<file path="src/rtl/boron_pkg.sv">
// Shared definitions for the BORON key schedule: 4-bit S-box pair, step constants
// and the engine state encoding.
package boron_pkg;

  localparam int ROT_AMT = 13;
  localparam int RC_LSB  = 59;
  localparam int RC_W    = 5;

  typedef enum logic [1:0] {
    IDLE = 2'd0,
    PREP = 2'd1,
    EMIT = 2'd2,
    DONE = 2'd3
  } ks_state_e;

  function automatic logic [3:0] sbox4(input logic [3:0] x);
    logic [3:0] y;
    case (x)
      4'h0: y = 4'hE;
      4'h1: y = 4'h4;
      4'h2: y = 4'hB;
      4'h3: y = 4'h1;
      4'h4: y = 4'h7;
      4'h5: y = 4'h9;
      4'h6: y = 4'hC;
      4'h7: y = 4'hA;
      4'h8: y = 4'hD;
      4'h9: y = 4'h2;
      4'hA: y = 4'h0;
      4'hB: y = 4'hF;
      4'hC: y = 4'h8;
      4'hD: y = 4'h5;
      4'hE: y = 4'h3;
      4'hF: y = 4'h6;
      default: y = 4'h0;
    endcase
    return y;
  endfunction

  function automatic logic [3:0] sbox4_inv(input logic [3:0] x);
    logic [3:0] y;
    case (x)
      4'h0: y = 4'hA;
      4'h1: y = 4'h3;
      4'h2: y = 4'h9;
      4'h3: y = 4'hE;
      4'h4: y = 4'h1;
      4'h5: y = 4'hD;
      4'h6: y = 4'hF;
      4'h7: y = 4'h4;
      4'h8: y = 4'hC;
      4'h9: y = 4'h5;
      4'hA: y = 4'h7;
      4'hB: y = 4'h2;
      4'hC: y = 4'h6;
      4'hD: y = 4'h8;
      4'hE: y = 4'h0;
      4'hF: y = 4'hB;
      default: y = 4'h0;
    endcase
    return y;
  endfunction

endpackage

</file>
<file path="src/rtl/boron_ks_step.sv">
// One combinational key-schedule step: forward f (rotl, S-box, rc xor) or its exact
// inverse g, selected by inv.
module boron_ks_step
  import boron_pkg::*;
#(
  parameter int KEY_W = 80
) (
  input  logic [KEY_W-1:0] key,
  input  logic [RC_W-1:0]  rc,
  input  logic             inv,
  output logic [KEY_W-1:0] next_key
);

  localparam logic WIDE_KEY = 1'(KEY_W == 128);

  logic [KEY_W-1:0] fwd_s;
  logic [KEY_W-1:0] inv_mix_s;
  logic [KEY_W-1:0] inv_s;

  // Both directions are built every cycle; inv only picks the result.
  always_comb begin
    fwd_s = {key[KEY_W-ROT_AMT-1:0], key[KEY_W-1:KEY_W-ROT_AMT]};
    fwd_s[3:0] = sbox4(fwd_s[3:0]);
    fwd_s[7:4] = WIDE_KEY ? sbox4(fwd_s[7:4]) : fwd_s[7:4];
    fwd_s[RC_LSB +: RC_W] = fwd_s[RC_LSB +: RC_W] ^ rc;

    inv_mix_s = key;
    inv_mix_s[RC_LSB +: RC_W] = inv_mix_s[RC_LSB +: RC_W] ^ rc;
    inv_mix_s[3:0] = sbox4_inv(inv_mix_s[3:0]);
    inv_mix_s[7:4] = WIDE_KEY ? sbox4_inv(inv_mix_s[7:4]) : inv_mix_s[7:4];
    inv_s = {inv_mix_s[ROT_AMT-1:0], inv_mix_s[KEY_W-1:ROT_AMT]};

    next_key = inv ? inv_s : fwd_s;
  end

endmodule

</file>
<file path="src/rtl/boron_key_sched_engine.sv">
// Iterative BORON key-schedule engine: streams ROUNDS+1 round keys over valid/ready,
// forward order directly or reverse order after a ROUNDS-cycle roll-forward.
module boron_key_sched_engine
  import boron_pkg::*;
#(
  parameter int KEY_W  = 80,
  parameter int ROUNDS = 25,
  parameter int RK_W   = 64
) (
  input  logic             clk,
  input  logic             rst,
  input  logic             i_start,
  input  logic             i_mode,
  input  logic [KEY_W-1:0] i_key,
  input  logic             i_abort,
  output logic             o_busy,
  output logic             o_rk_valid,
  input  logic             i_rk_ready,
  output logic [RK_W-1:0]  o_rk,
  output logic [4:0]       o_rk_idx,
  output logic             o_done
);

  localparam logic [4:0] LAST_IDX = 5'(ROUNDS);
  localparam logic [4:0] PREP_END = 5'(ROUNDS - 1);

  ks_state_e        state_r, state_next_s;
  logic [KEY_W-1:0] key_state_r, key_next_s, step_key_s;
  logic [4:0]       idx_r, idx_next_s, step_rc_s;
  logic             mode_r, mode_next_s;
  logic             busy_r, valid_r, done_r;
  logic             step_inv_s, hs_s, last_key_s;

  // Step control: PREP and forward EMIT roll with rc=idx+1, reverse EMIT unrolls with rc=idx.
  always_comb begin
    hs_s       = valid_r & i_rk_ready;
    step_inv_s = mode_r & (state_r == EMIT);
    step_rc_s  = step_inv_s ? idx_r : idx_r + 5'd1;
    last_key_s = mode_r ? (idx_r == 5'd0) : (idx_r == LAST_IDX);
  end

  boron_ks_step #(
    .KEY_W(KEY_W)
  ) u_step (
    .key     (key_state_r),
    .rc      (step_rc_s),
    .inv     (step_inv_s),
    .next_key(step_key_s)
  );

  // Next-state logic; idx doubles as the PREP round counter so EMIT starts at ROUNDS.
  always_comb begin
    state_next_s = state_r;
    key_next_s   = key_state_r;
    idx_next_s   = idx_r;
    mode_next_s  = mode_r;
    if (i_abort) begin
      state_next_s = IDLE;
    end else begin
      case (state_r)
        IDLE: begin
          if (i_start) begin
            mode_next_s  = i_mode;
            key_next_s   = i_key;
            idx_next_s   = 5'd0;
            state_next_s = i_mode ? PREP : EMIT;
          end else begin
            state_next_s = IDLE;
          end
        end
        PREP: begin
          key_next_s = step_key_s;
          idx_next_s = idx_r + 5'd1;
          if (idx_r == PREP_END) begin
            state_next_s = EMIT;
          end else begin
            state_next_s = PREP;
          end
        end
        EMIT: begin
          if (hs_s && last_key_s) begin
            state_next_s = DONE;
          end else if (hs_s) begin
            key_next_s = step_key_s;
            idx_next_s = mode_r ? idx_r - 5'd1 : idx_r + 5'd1;
          end else begin
            state_next_s = EMIT;
          end
        end
        DONE:    state_next_s = IDLE;
        default: state_next_s = IDLE;
      endcase
    end
  end

  // State and output registers; flags are decoded from the next state so they align with it.
  always_ff @(posedge clk or negedge rst) begin
    if (!rst) begin
      state_r     <= IDLE;
      key_state_r <= '0;
      idx_r       <= 5'd0;
      mode_r      <= 1'b0;
      busy_r      <= 1'b0;
      valid_r     <= 1'b0;
      done_r      <= 1'b0;
    end else begin
      state_r     <= state_next_s;
      key_state_r <= key_next_s;
      idx_r       <= idx_next_s;
      mode_r      <= mode_next_s;
      busy_r      <= (state_next_s != IDLE);
      valid_r     <= (state_next_s == EMIT);
      done_r      <= (state_next_s == DONE);
    end
  end

  assign o_busy     = busy_r;
  assign o_rk_valid = valid_r;
  assign o_done     = done_r;
  assign o_rk       = key_state_r[RK_W-1:0];
  assign o_rk_idx   = idx_r;

endmodule

</file>
<file path="config.mk">
export PLATFORM = sky130hd
export DESIGN_NAME = boron_key_sched_engine
export DESIGN_NICKNAME = d
export VERILOG_FILES = /design/src/rtl/boron_pkg.sv /design/src/rtl/boron_ks_step.sv /design/src/rtl/boron_key_sched_engine.sv
export SDC_FILE = /design/constraint.sdc
export NUM_CORES = 1
export LEC_CHECK = 0
export BUFFER_PORTS_ARGS = -buffer_cell sky130_fd_sc_hd__buf_2
export CAP_MARGIN = 20
export CORE_MARGIN = 3
export CORE_UTILIZATION = 35
export CTS_BUF_LIST = sky130_fd_sc_hd__clkbuf_8
export DETAILED_ROUTE_END_ITERATION = 12
export GPL_TIMING_DRIVEN = 0
export PLACE_DENSITY = 0.56
export SYNTH_ARGS = -nofsm -noshare
export SYNTH_HDL_FRONTEND = slang
export SYNTH_HIERARCHICAL = 1
export SYNTH_SLANG_ARGS = --single-unit
</file>
<file path="constraint.sdc">
create_clock -name clk -period 3.2 [get_ports clk]
set_input_delay 0.16 -clock clk [delete_from_list [all_inputs] [get_ports clk]]
set_output_delay 0.16 -clock clk [all_outputs]
set_load 0.01 [all_outputs]
</file>
# --- After elaboration in Yosys (flattened, before gate mapping) ---
# Memories as Yosys holds them, arrays and structs flattened.
# Index checks and enable logic that the tools add are counted.
word_totals:
  output_inout_bits: 72
  register_bits: 91
  input_bits: 86
  n_memories: 2
  elab_cells: 52
  romBits: 128
classes:
  muxes: 19
  n_eq_ne: 10
  n_reduce_logical: 7
  n_addsub: 2
  bitwise_logic: 5
mem_list:
  columns: ["name", "depth", "word_bits", "read_ports", "rd_clocked_by_memory_dff", "wr", "line_no", "rtl"]
  rows:
  - ["(name not given)", 16, 4, 1, 0, 0, "boron_pkg.sv:18", "case (x)"]
  - ["(name not given)", 16, 4, 1, 0, 0, "boron_pkg.sv:42", "case (x)"]
op_table:
  columns: ["operator", "count"]
  rows:
  - ["$mux 80", 4]
  - ["$pmux 80 s3", 1]
  - ["$mux 5", 5]
  - ["$pmux 5 s3", 1]
  - ["$mux 2", 6]
  - ["$eq 5x5->1 const B", 2]
  - ["$xor 5x5->5", 2]
  - ["$eq 2x2->1 const B", 4]
  - ["$pmux 2 s4", 1]
  - ["$ne 2x2->1 const B", 3]
  - ["$add 5x1->5 const B", 1]
  - ["$logic_not 5->1", 1]
  - ["$reduce_and 5->1", 1]
  - ["$sub 5x1->5 const B", 1]
  - ["$reduce_and 3->1", 1]
  - ["$reduce_bool 3->1", 1]
  - ["$and 1x1->1", 2]
  - ["$eq 2x1->1 const B", 1]
  - ["$logic_not 2->1", 1]
  - ["$reduce_bool 2->1", 1]
  - ["$logic_and 1x1->1", 1]
  - ["$mux 1", 1]
  - ["$not 1->1", 1]

# --- Logic depth before layout (Yosys ltp) ---
# Gate-level depths: netlist of run 1.
logic_depth:
  ltp_word: 8
  depth_mapped: 11
  ltp_nobuf: 10

# --- By module ---
# The synthesis of run 1 kept the hierarchy.
by_module_without_submodules:
  columns: ["mod", "seq_area_each_um2", "cells_per_inst", "n_inst", "area_each_um2"]
  rows:
  - ["boron_key_sched_engine", 2277.2, 510, 1, 4978.5]
  - ["boron_ks_step", 0.0, 169, 1, 1405.1]

# --- Worst setup path before layout of run 1 ---
# OpenSTA, ideal clock, no wires.
synth_timing:
  path_kind: "reg2reg"
  from: "register state_r[0]"
  to: "register key_state_r[49]"
  setup_ns: 0.126
  arrival_ns: 2.175
  path_stages_with_launch: 11
  setup_slack_ns: 0.900
  required_ns: 3.074
  path_buffers: 0
  synth_period_minus_slack_ns: 2.300
  cell_sequence: "dfrtp_1 > inv_1 > ha_1 > nand2_1 > clkinv_1 > or3_1 > xnor2_1 > xnor2_1 > a21oi_1 > mux2i_1 > a21oi_1"
synth_between:
  elab_chain_cells: 8
  word_cells_on_any_way: 15
  cone_classes: "eq/ne (5); mux (5); bitwise (2); reduce/logical (3)"
synth_rtl:
  columns: ["element", "line_no", "rtl"]
  rows:
  - ["start: declaration", "boron_key_sched_engine.sv:27", "ks_state_e state_r, state_next_s;"]
  - ["start signal: assignment", "boron_key_sched_engine.sv:107", "state_r <= state_next_s;"]
  - ["$eq 2x2->1 *", "boron_key_sched_engine.sv:37", "step_inv_s = mode_r & (state_r == EMIT);"]
  - ["$and 1x1->1 *", "boron_key_sched_engine.sv:37", null]
  - ["via step_inv_s", "boron_key_sched_engine.sv:32", "logic step_inv_s, hs_s, last_key_s;"]
  - ["$mux 5 *", "boron_key_sched_engine.sv:38", "step_rc_s = step_inv_s ? idx_r : idx_r + 5'd1;"]
  - ["via step_rc_s[3]", "boron_key_sched_engine.sv:29", "logic [4:0] idx_r, idx_next_s, step_rc_s;"]
  - ["$xor 5x5->5 *", "boron_ks_step.sv:28", "inv_mix_s[RC_LSB +: RC_W] = inv_mix_s[RC_LSB +: RC_W] ^ rc;"]
  - ["$mux 80 *", "boron_ks_step.sv:33", "next_key = inv ? inv_s : fwd_s;"]
  - ["via step_key_s[49]", "boron_key_sched_engine.sv:28", "logic [KEY_W-1:0] key_state_r, key_next_s, step_key_s;"]
  - ["$mux 80", "boron_key_sched_engine.sv:83", "end else if (hs_s) begin"]
  - ["$mux 80", "boron_key_sched_engine.sv:81", "if (hs_s && last_key_s) begin"]
  - ["$pmux 80 s3 *", "boron_key_sched_engine.sv:60", "case (state_r)"]
  - ["end signal: assignment", "boron_key_sched_engine.sv:108", "key_state_r <= key_next_s;"]
  - ["end: declaration", "boron_key_sched_engine.sv:28", null]
# Mark *: on every way through the listed nets, which the timed path passes. The rest lies on a longest branch. The select of a mux whose other input is x is not followed.
# A chain may end at the register's enable or synchronous reset.

# --- Worst setup path in the final report of run 1 ---
# Same ends and word-level chain as after synthesis.

==> load_flow_metrics.sql, run 1 <==
INSERT INTO impl_metrics (metric_group, metric, value, unit) VALUES
('min_path', 'worst_hold_path.num_cells', '2', ''),
('synth', 'netlist_instances', '679', ''),
('global_routing', 'wire_length_of_the_first_global_routing_pass', '32900', 'um'),
('die', 'initial_core_util', '36.3', '%'),
('die', 'floorplan.die.height', '141', 'um'),
('synth', 'postSynth.topFlopCell', 'dfrtp_1', ''),
('power', 'leakage', '3.44', 'nW'),
('clocking', 'tritoncts.num_buffers', '9', ''),
('worst_setup_path', 'cp.depth', '10', ''),
('route', 'drt_first_pass_iters', '5', ''),
('die', 'fp.coreArea', '17600', 'um2'),
('synth', 'syn-cell-area', '6380', 'um2'),
('timing', 'max-slew-margin-rel', '23.6', '%'),
('timing', 'transition_at_the_pin_with_the_smallest_max_transition_slack', '1150', 'ps'),
('worst_setup_path', 'cpMaxStageDelayCell', 'or3_1', ''),
('clocking', 'post_cts.resized_instances', '0', ''),
('global_routing', 'groute.layer.met2.usage', '34.3', '%'),
('synth', 'synth_enable_flop_cells', '0', ''),
('route', 'average_vias_per_placed_instance', '5.09', ''),
('worst_setup_path', 'worstPathBufferInverterCount', '2', ''),
('clocking', 'cts_tree', 'yes', ''),
('route', 'routedWlPerCell', '20.2', 'um'),
('timing', 'setup-tns-final', '0', 'ps'),
('global_routing', 'grt_antenna_before_repair', '0', ''),
('route', 'drt_iter0_drc', '391', ''),
('synth', 'synth_sequential_area_ratio', '35.7', '%'),
('clocking', 'clock_path_buffers', '2', ''),
('clocking', 'clock_tree.root_cell', 'clkbuf_8', ''),
('global_routing', 'grt_use_total', '22.0', '%'),
('place', 'hpwlAfterDp', '15800', 'um'),
('final_layout', 'antenna-diode-count', '0', ''),
('route', 'ant_nets', '0', ''),
('power', 'power.clock.fraction', '16.8', '%'),
('timing', 'finalMaxSlewViolations', '0', ''),
('synth', 'share_of_synthesized_flip_flops_with_an_asynchronous_set_or_reset', '100', '%'),
('global_routing', 'first_global_vias', '5489', ''),
('final_layout', 'finalInstanceArea', '7700', 'um2'),
('final_layout', 'post_route_cells_drive_above_1_share', '39.2', '%'),
('die', 'placement_rows', '48', ''),
('worst_setup_path', 'r2r_slack', '450', 'ps'),
('place', 'port_buffers', '157', ''),
('run_status', 'run_status', 'finished, final reports clean', ''),
('synth', 'yosysWarnings', '6', ''),
('worst_setup_path', 'startpoint_type', 'flip-flop', ''),
('power', 'pwr-share-seq', '38.0', '%'),
('route', 'drt-total-wl', '21800', 'um'),
('worst_setup_path', 'timing.critical_path.required', '3460', 'ps'),
('timing', 'clock.fmax', '364', 'MHz'),
('worst_setup_path', 'critPathKind', 'flip-flop to flip-flop', ''),
('worst_setup_path', 'worstPathArrival', '3010', 'ps'),
('clocking', 'clock_sinks', '91', ''),
('final_layout', 'synthToLayoutAreaGrowth', '20.7', '%'),
('die', 'pin_count', '158', ''),
('clocking', 'clock_tree.htree_level_count', '3', ''),
('power', 'vdd_drop_max', '0.248', 'mV'),
('power', 'internal_power', '3.02', 'mW'),
('die', 'floorplan.die_area', '19900', 'um2'),
('global_routing', 'grt_util_met3', '3.46', '%'),
('run', 'drv_cap', '0', ''),
('die', 'die_w', '141', 'um'),
('timing', 'timing.clock.skew', '15.0', 'ps'),
('worst_setup_path', 'worstRegToRegCells', '10', ''),
('clocking', 'clock_insertion_delay_worst_skew', '390', 'ps'),
('final_layout', 'final_net_count', '954', ''),
('power', 'power.share.switching', '39.4', '%'),
('global_routing', 'overflow', '0', ''),
('timing', 'rsz0062_at_grt', 'no', ''),
('worst_setup_path', 'slowest_delay', '440', 'ps'),
('timing', 'whs', '42.3', 'ps'),
('power', 'switching_power_total', '1.97', 'mW'),
('worst_setup_path', 'worst_path_dominant_cell_family', 'simple AND/OR/NAND/NOR gates', '');
[metal layers]
layer  part of all wire (%)  vias to the layer above  wire length, um
met5                      0                        -                0
met4                    1.8                        0              388
li1                       -                     2635                -
met1                     47                     2648            10300
met3                    5.8                       25             1270
met2                     45                      193             9910
[final cells by class]
class                      instances  area, um2
clock buffer                      10        138
buffer                           107        749
fill                            1801       9890
sequential                        91       2280
multi-input combinational        464       3290
timing repair buffer             160        836
inverter                          17       63.8
tap                              225        282
clock inverter                     6       63.8
[path summary, 6_finish.rpt]
check,to,from
min in group asynchronous,key_state_r[46],rst
hold / removal,mode_r,i_mode
hold reg to reg,key_state_r[66],key_state_r[66]
setup / recovery,key_state_r[49],state_r[0]
setup reg to reg,key_state_r[49],state_r[0]
max in group asynchronous,key_state_r[44],rst
[cells by family (layout without fill, tap and decap cells)]
logic type                 Yosys count  count (layout)  share of synthesized area, %
and+or+nand+nor                    151             151                          9.94
DFF                                 91              91                          35.7
buffers and inverters              124             300                          12.7
xor gates and xnor gates            14              14                          1.92
AOI/OAI and AO/OA                  137             137                          12.4
adders and majority gates           18              18                          3.53
muxes                              144             144                          23.8
[metrics by stage]
stage / cells / worst slack (ps) / util (%)
floorplan: 679 / 900 / -
global placement: 1061 / 496 / 42.3
detailed placement: 1062 / 491 / 42.5
CTS: 1080 / 472 / 43.8
global route: 1080 / 191 / 43.8
finish: 1080 / 454 / 43.8
[flip-flops by register name, indices dropped and copies added (netlist names)]
register	flops
key_state_r	80
mode_r	1
o_busy	1
o_done	1
o_rk_idx	5
o_rk_valid	1
state_r	2
[cells in the final DEF, fill, tap and decap left out, types with 3 or more instances in the layout]
cell	instances
dfrtp_1	91
clkbuf_1	7
mux2i_1	83
xnor2_1	13
nand2_1	30
o21ai_0	14
nand2b_1	6
buf_4	69
a21oi_1	93
nor2_1	96
buf_2	176
buf_6	9
ha_1	18
buf_1	3
o22ai_1	5
nor2b_1	4
o211ai_1	3
o2111ai_1	3
mux2_2	61
clkbuf_8	10
inv_1	16
nand3_1	5
[timing repair]
item / in CTS / in global routing
setup buffers: 0 / 0
endpoints found under the hold margin: 26 / 0
hold buffers: 2 / 0
[power groups by stage]
stage	sequential [mW]	clock (mW)	combinational [mW]
after floorplan	1.73	0	1.64
after global placement	1.91	0	2.22
after detailed placement	1.91	0	2.25
after CTS	1.89	0.852	2.26
after global routing	1.95	0.900	2.48
final	1.90	0.840	2.26
[cell usage after synthesis, types with 3 or more instances]
master | instances | area (um2)
nor2_1 | 96 | 360
a21oi_1 | 93 | 465
dfrtp_1 | 91 | 2280
mux2i_1 | 83 | 831
buf_4 | 68 | 510
mux2_2 | 61 | 687
nand2_1 | 30 | 113
buf_2 | 20 | 100
ha_1 | 18 | 225
inv_1 | 16 | 60.1
o21ai_0 | 14 | 70.1
xnor2_1 | 13 | 114
buf_6 | 9 | 101
clkbuf_1 | 7 | 26.3
nand2b_1 | 6 | 37.5
nand3_1 | 5 | 25.0
o22ai_1 | 5 | 31.3
nor2b_1 | 4 | 25.0
buf_1 | 3 | 11.3
o2111ai_1 | 3 | 26.3
o211ai_1 | 3 | 22.5
[worst reg2reg max path, cell delays in order (launching register included)]
cell and delay, ps:
dfrtp_1 430, inv_1 100, ha_1 310, nand2_1 300
clkinv_1 330, or3_1 440, xnor2_1 260, xnor2_1 170
a21oi_1 90, mux2i_1 140, a21oi_1 80
Note: power is estimated with default switching activity, not from simulation.
==> inputs of run 2 (changes only) <==
--- a/config.mk
+++ b/config.mk
@@ -12,6 +12,7 @@
 export CTS_BUF_LIST = sky130_fd_sc_hd__clkbuf_8
 export DETAILED_ROUTE_END_ITERATION = 12
 export GPL_TIMING_DRIVEN = 0
+export MAX_ROUTING_LAYER = met4
 export PLACE_DENSITY = 0.56
 export SYNTH_ARGS = -nofsm -noshare
 export SYNTH_HDL_FRONTEND = slang
==> run 2 against run 1 <==
  * Sequential share of layout area unchanged
  * Power hardly changed
  * Combinational power hardly changed
  * Clock power is essentially flat
  * Register-to-register slack barely moved
  * Non-clock buffer count unchanged
  * Core utilization is the same
  * Global-route usage increased by 0.65 points
  * Critical path depth unchanged
  * Critical endpoint unchanged
==> load_flow_metrics.sql, run 2 (synthesis gave the netlist of run 1 again) <==
INSERT INTO impl_metrics (metric_group, metric, value, unit) VALUES
('route', 'ant_nets', '0', ''),
('timing', 'finalMaxSlewViolations', '0', ''),
('die', 'pin_count', '158', ''),
('timing', 'finalWorstPathRequiredPeriod', '2750', 'ps'),
('power', 'power.clock.fraction', '16.8', '%'),
('final_layout', 'number_of_flip_flops_in_the_largest_register', '80', ''),
('global_routing', 'wire_length_of_the_first_global_routing_pass', '32900', 'um'),
('timing', 'max-slew-margin-rel', '24.3', '%'),
('power', 'switching_power_total', '1.97', 'mW'),
('global_routing', 'overflow', '0', ''),
('final_layout', 'multi_input_area', '3290', 'um2'),
('power', 'vdd_drop_max', '0.248', 'mV'),
('global_routing', 'pin_count_of_the_biggest_net_entering_global_routing', '67', ''),
('final_layout', 'highest_count_cells_in_the_layout_ignoring_fill_and_taps', '176 x buf_2, 96 x nor2_1, 93 x a21oi_1', ''),
('route', 'vias', '5467', ''),
('die', 'placement_rows', '48', ''),
('run', 'drv_cap', '0', ''),
('die', 'initial_core_util', '36.3', '%'),
('die', 'fp.coreArea', '17600', 'um2'),
('final_layout', 'fin_util', '43.8', '%'),
('global_routing', 'grt_use_total', '22.6', '%'),
('global_routing', 'first_global_vias', '5476', ''),
('worst_setup_path', 'startpoint_type', 'flip-flop', ''),
('clocking', 'clock_path_buffers', '2', ''),
('worst_setup_path', 'critical_path.cell_chain', 'inv_1 -> ha_1 -> nand2_1 -> clkinv_1 -> or3_1 -> xnor2_1 -> xnor2_1 -> a21oi_1 -> mux2i_1 -> a21oi_1', ''),
('power', 'pwr-share-seq', '38.0', '%'),
('route', 'drt_first_pass_iters', '5', ''),
('power', 'power.share.switching', '39.4', '%'),
('timing', 'transition_at_the_pin_with_the_smallest_max_transition_slack', '1140', 'ps'),
('worst_setup_path', 'critPathKind', 'flip-flop to flip-flop', ''),
('timing', 'finalHoldViolCount', '0', ''),
('route', 'drcViolationCount', '0', ''),
('final_layout', 'finalInstanceArea', '7700', 'um2'),
('place', 'port_buffers', '157', ''),
('route', 'wl_met3', '1190', 'um'),
('final_layout', 'layout_filler_cell_count', '1801', ''),
('power', 'powerDensity', '648', 'nW/um2'),
('worst_setup_path', 'timing.critical_path.required', '3460', 'ps'),
('route', 'drt-total-wl', '21900', 'um'),
('final_layout', 'final_net_count', '954', ''),
('place', 'place.detailed.instances', '1062', ''),
('power', 'leakage', '3.44', 'nW'),
('final_layout', 'largest-register', 'key_state_r', ''),
('worst_setup_path', 'slowest_delay', '440', 'ps'),
('clocking', 'clkSlewWorstSetupHoldPaths', '90', 'ps'),
('final_layout', 'finalNonFillerCells', '1080', ''),
('worst_setup_path', 'worst_path_dominant_cell_family', 'simple AND/OR/NAND/NOR gates', ''),
('route', 'wl_met1', '10400', 'um'),
('clocking', 'cts_tree', 'yes', ''),
('final_layout', 'post_route_cells_drive_above_1_share', '39.2', '%'),
('route', 'routed.top_layer', 'met4', ''),
('timing', 'post-route-period-util', '85.9', '%'),
('worst_setup_path', 'worstPathArrival', '3010', 'ps'),
('clocking', 'clock_tree.root_cell', 'clkbuf_8', ''),
('route', 'routedWlPerCell', '20.3', 'um'),
('worst_setup_path', 'setup.worst_path.end_class', 'flip-flop', ''),
('worst_setup_path', 'critical_path_peak_fanout', '8', ''),
('die', 'floorplan.die_area', '19900', 'um2'),
('timing', 'timing.clock.skew', '15.0', 'ps'),
('route', 'route.met2.wl', '9920', 'um'),
('power', 'internal_power', '3.02', 'mW'),
('clocking', 'clock_insertion_delay_worst_skew', '390', 'ps'),
('timing', 'setup_viol_count_final', '0', ''),
('die', 'die_w', '141', 'um'),
('clocking', 'tritoncts.num_buffers', '9', ''),
('timing', 'setup-tns-final', '0', 'ps'),
('place', 'global_placer_s_final_weighted_congestion', '0.896', ''),
('route', 'average_vias_per_placed_instance', '5.06', ''),
('clocking', 'clock_sinks', '91', ''),
('worst_setup_path', 'r2r_slack', '450', 'ps'),
('worst_setup_path', 'cpMaxStageDelayCell', 'or3_1', ''),
('route', 'drt_iter0_drc', '432', ''),
('power', 'power_frac_comb', '45.2', '%'),
('place', 'hpwlAfterDp', '15800', 'um'),
('final_layout', 'antenna-diode-count', '0', ''),
('min_path', 'hold_class', 'input port to flip-flop', ''),
('die', 'floorplan.die.height', '141', 'um'),
('place', 'post_place_cell_area', '7480', 'um2'),
('global_routing', 'grt_antenna_before_repair', '0', ''),
('timing', 'clock.fmax', '364', 'MHz'),
('final_layout', 'register_area', '2280', 'um2'),
('timing', 'rsz0062_at_grt', 'no', ''),
('run_status', 'run_status', 'finished, final reports clean', ''),
('worst_setup_path', 'worstPathBufferInverterCount', '2', ''),
('clocking', 'postCtsSetupRepairBufs', '0', ''),
('clocking', 'clock_tree.htree_level_count', '3', ''),
('final_layout', 'synthToLayoutAreaGrowth', '20.7', '%'),
('final_layout', 'layout_commonest_cell', 'buf_2', '');
[run 2: cell counts in the layout (fill, tap and decap cells not counted)]
Identical to the previous run, type by type.
[run 2: worst reg2reg max path: stages, from the launching register on]
cell	delay, ps
dfrtp_1	420
inv_1	100
ha_1	310
nand2_1	290
clkinv_1	320
or3_1	440
xnor2_1	260
xnor2_1	170
a21oi_1	90
mux2i_1	140
a21oi_1	80
[run 2: power groups by stage]
stage	Sequential [mW]	Clock, mW	Combinational (mW)
CTS	1.89	0.852	2.26
global placement	1.91	0	2.22
floorplan	1.73	0	1.64
detailed placement	1.91	0	2.25
finish	1.90	0.839	2.26
global route	1.95	0.899	2.48
[run 2: timing repair]
item                      4_1_cts  5_1_grt
hold endpoints to repair       26        0
hold buffers                    2        0
resized for setup               0        0
[run 2: final cells by class]
class | instances | share of cell area (%)
buffer | 107 | 9.73
clock buffer | 10 | 1.79
clock inverter | 6 | 0.828
inverter | 17 | 0.828
multi-input combinational | 464 | 42.8
sequential | 91 | 29.6
tap | 225 | 3.65
timing repair buffer | 160 | 10.9
[run 2: layer usage]
metal	track usage, %	vias to the layer above
met3	2.99	27
met5	-	-
met1	31.7	2621
met4	6.58	0
li1	-	2630
met2	34.3	189
[run 2: final timing paths]
path | cells past startpoint | start | to
max | 10 | state_r[0] | key_state_r[49]
min | 2 | i_mode | mode_r
max reg2reg | 10 | state_r[0] | key_state_r[49]
min reg2reg | 2 | key_state_r[66] | key_state_r[66]
max in group asynchronous | 3 | rst | key_state_r[0]
min in group asynchronous | 2 | rst | key_state_r[46]
[run 2: through the flow]
step	power, mW	setup slack, ps	hold WS [ps]
global placement	4.14	496	393
finish	4.99	452	44.1
detailed placement	4.16	491	107
floorplan	3.36	900	-136
global route	5.33	191	48.6
CTS	5.00	472	19.1
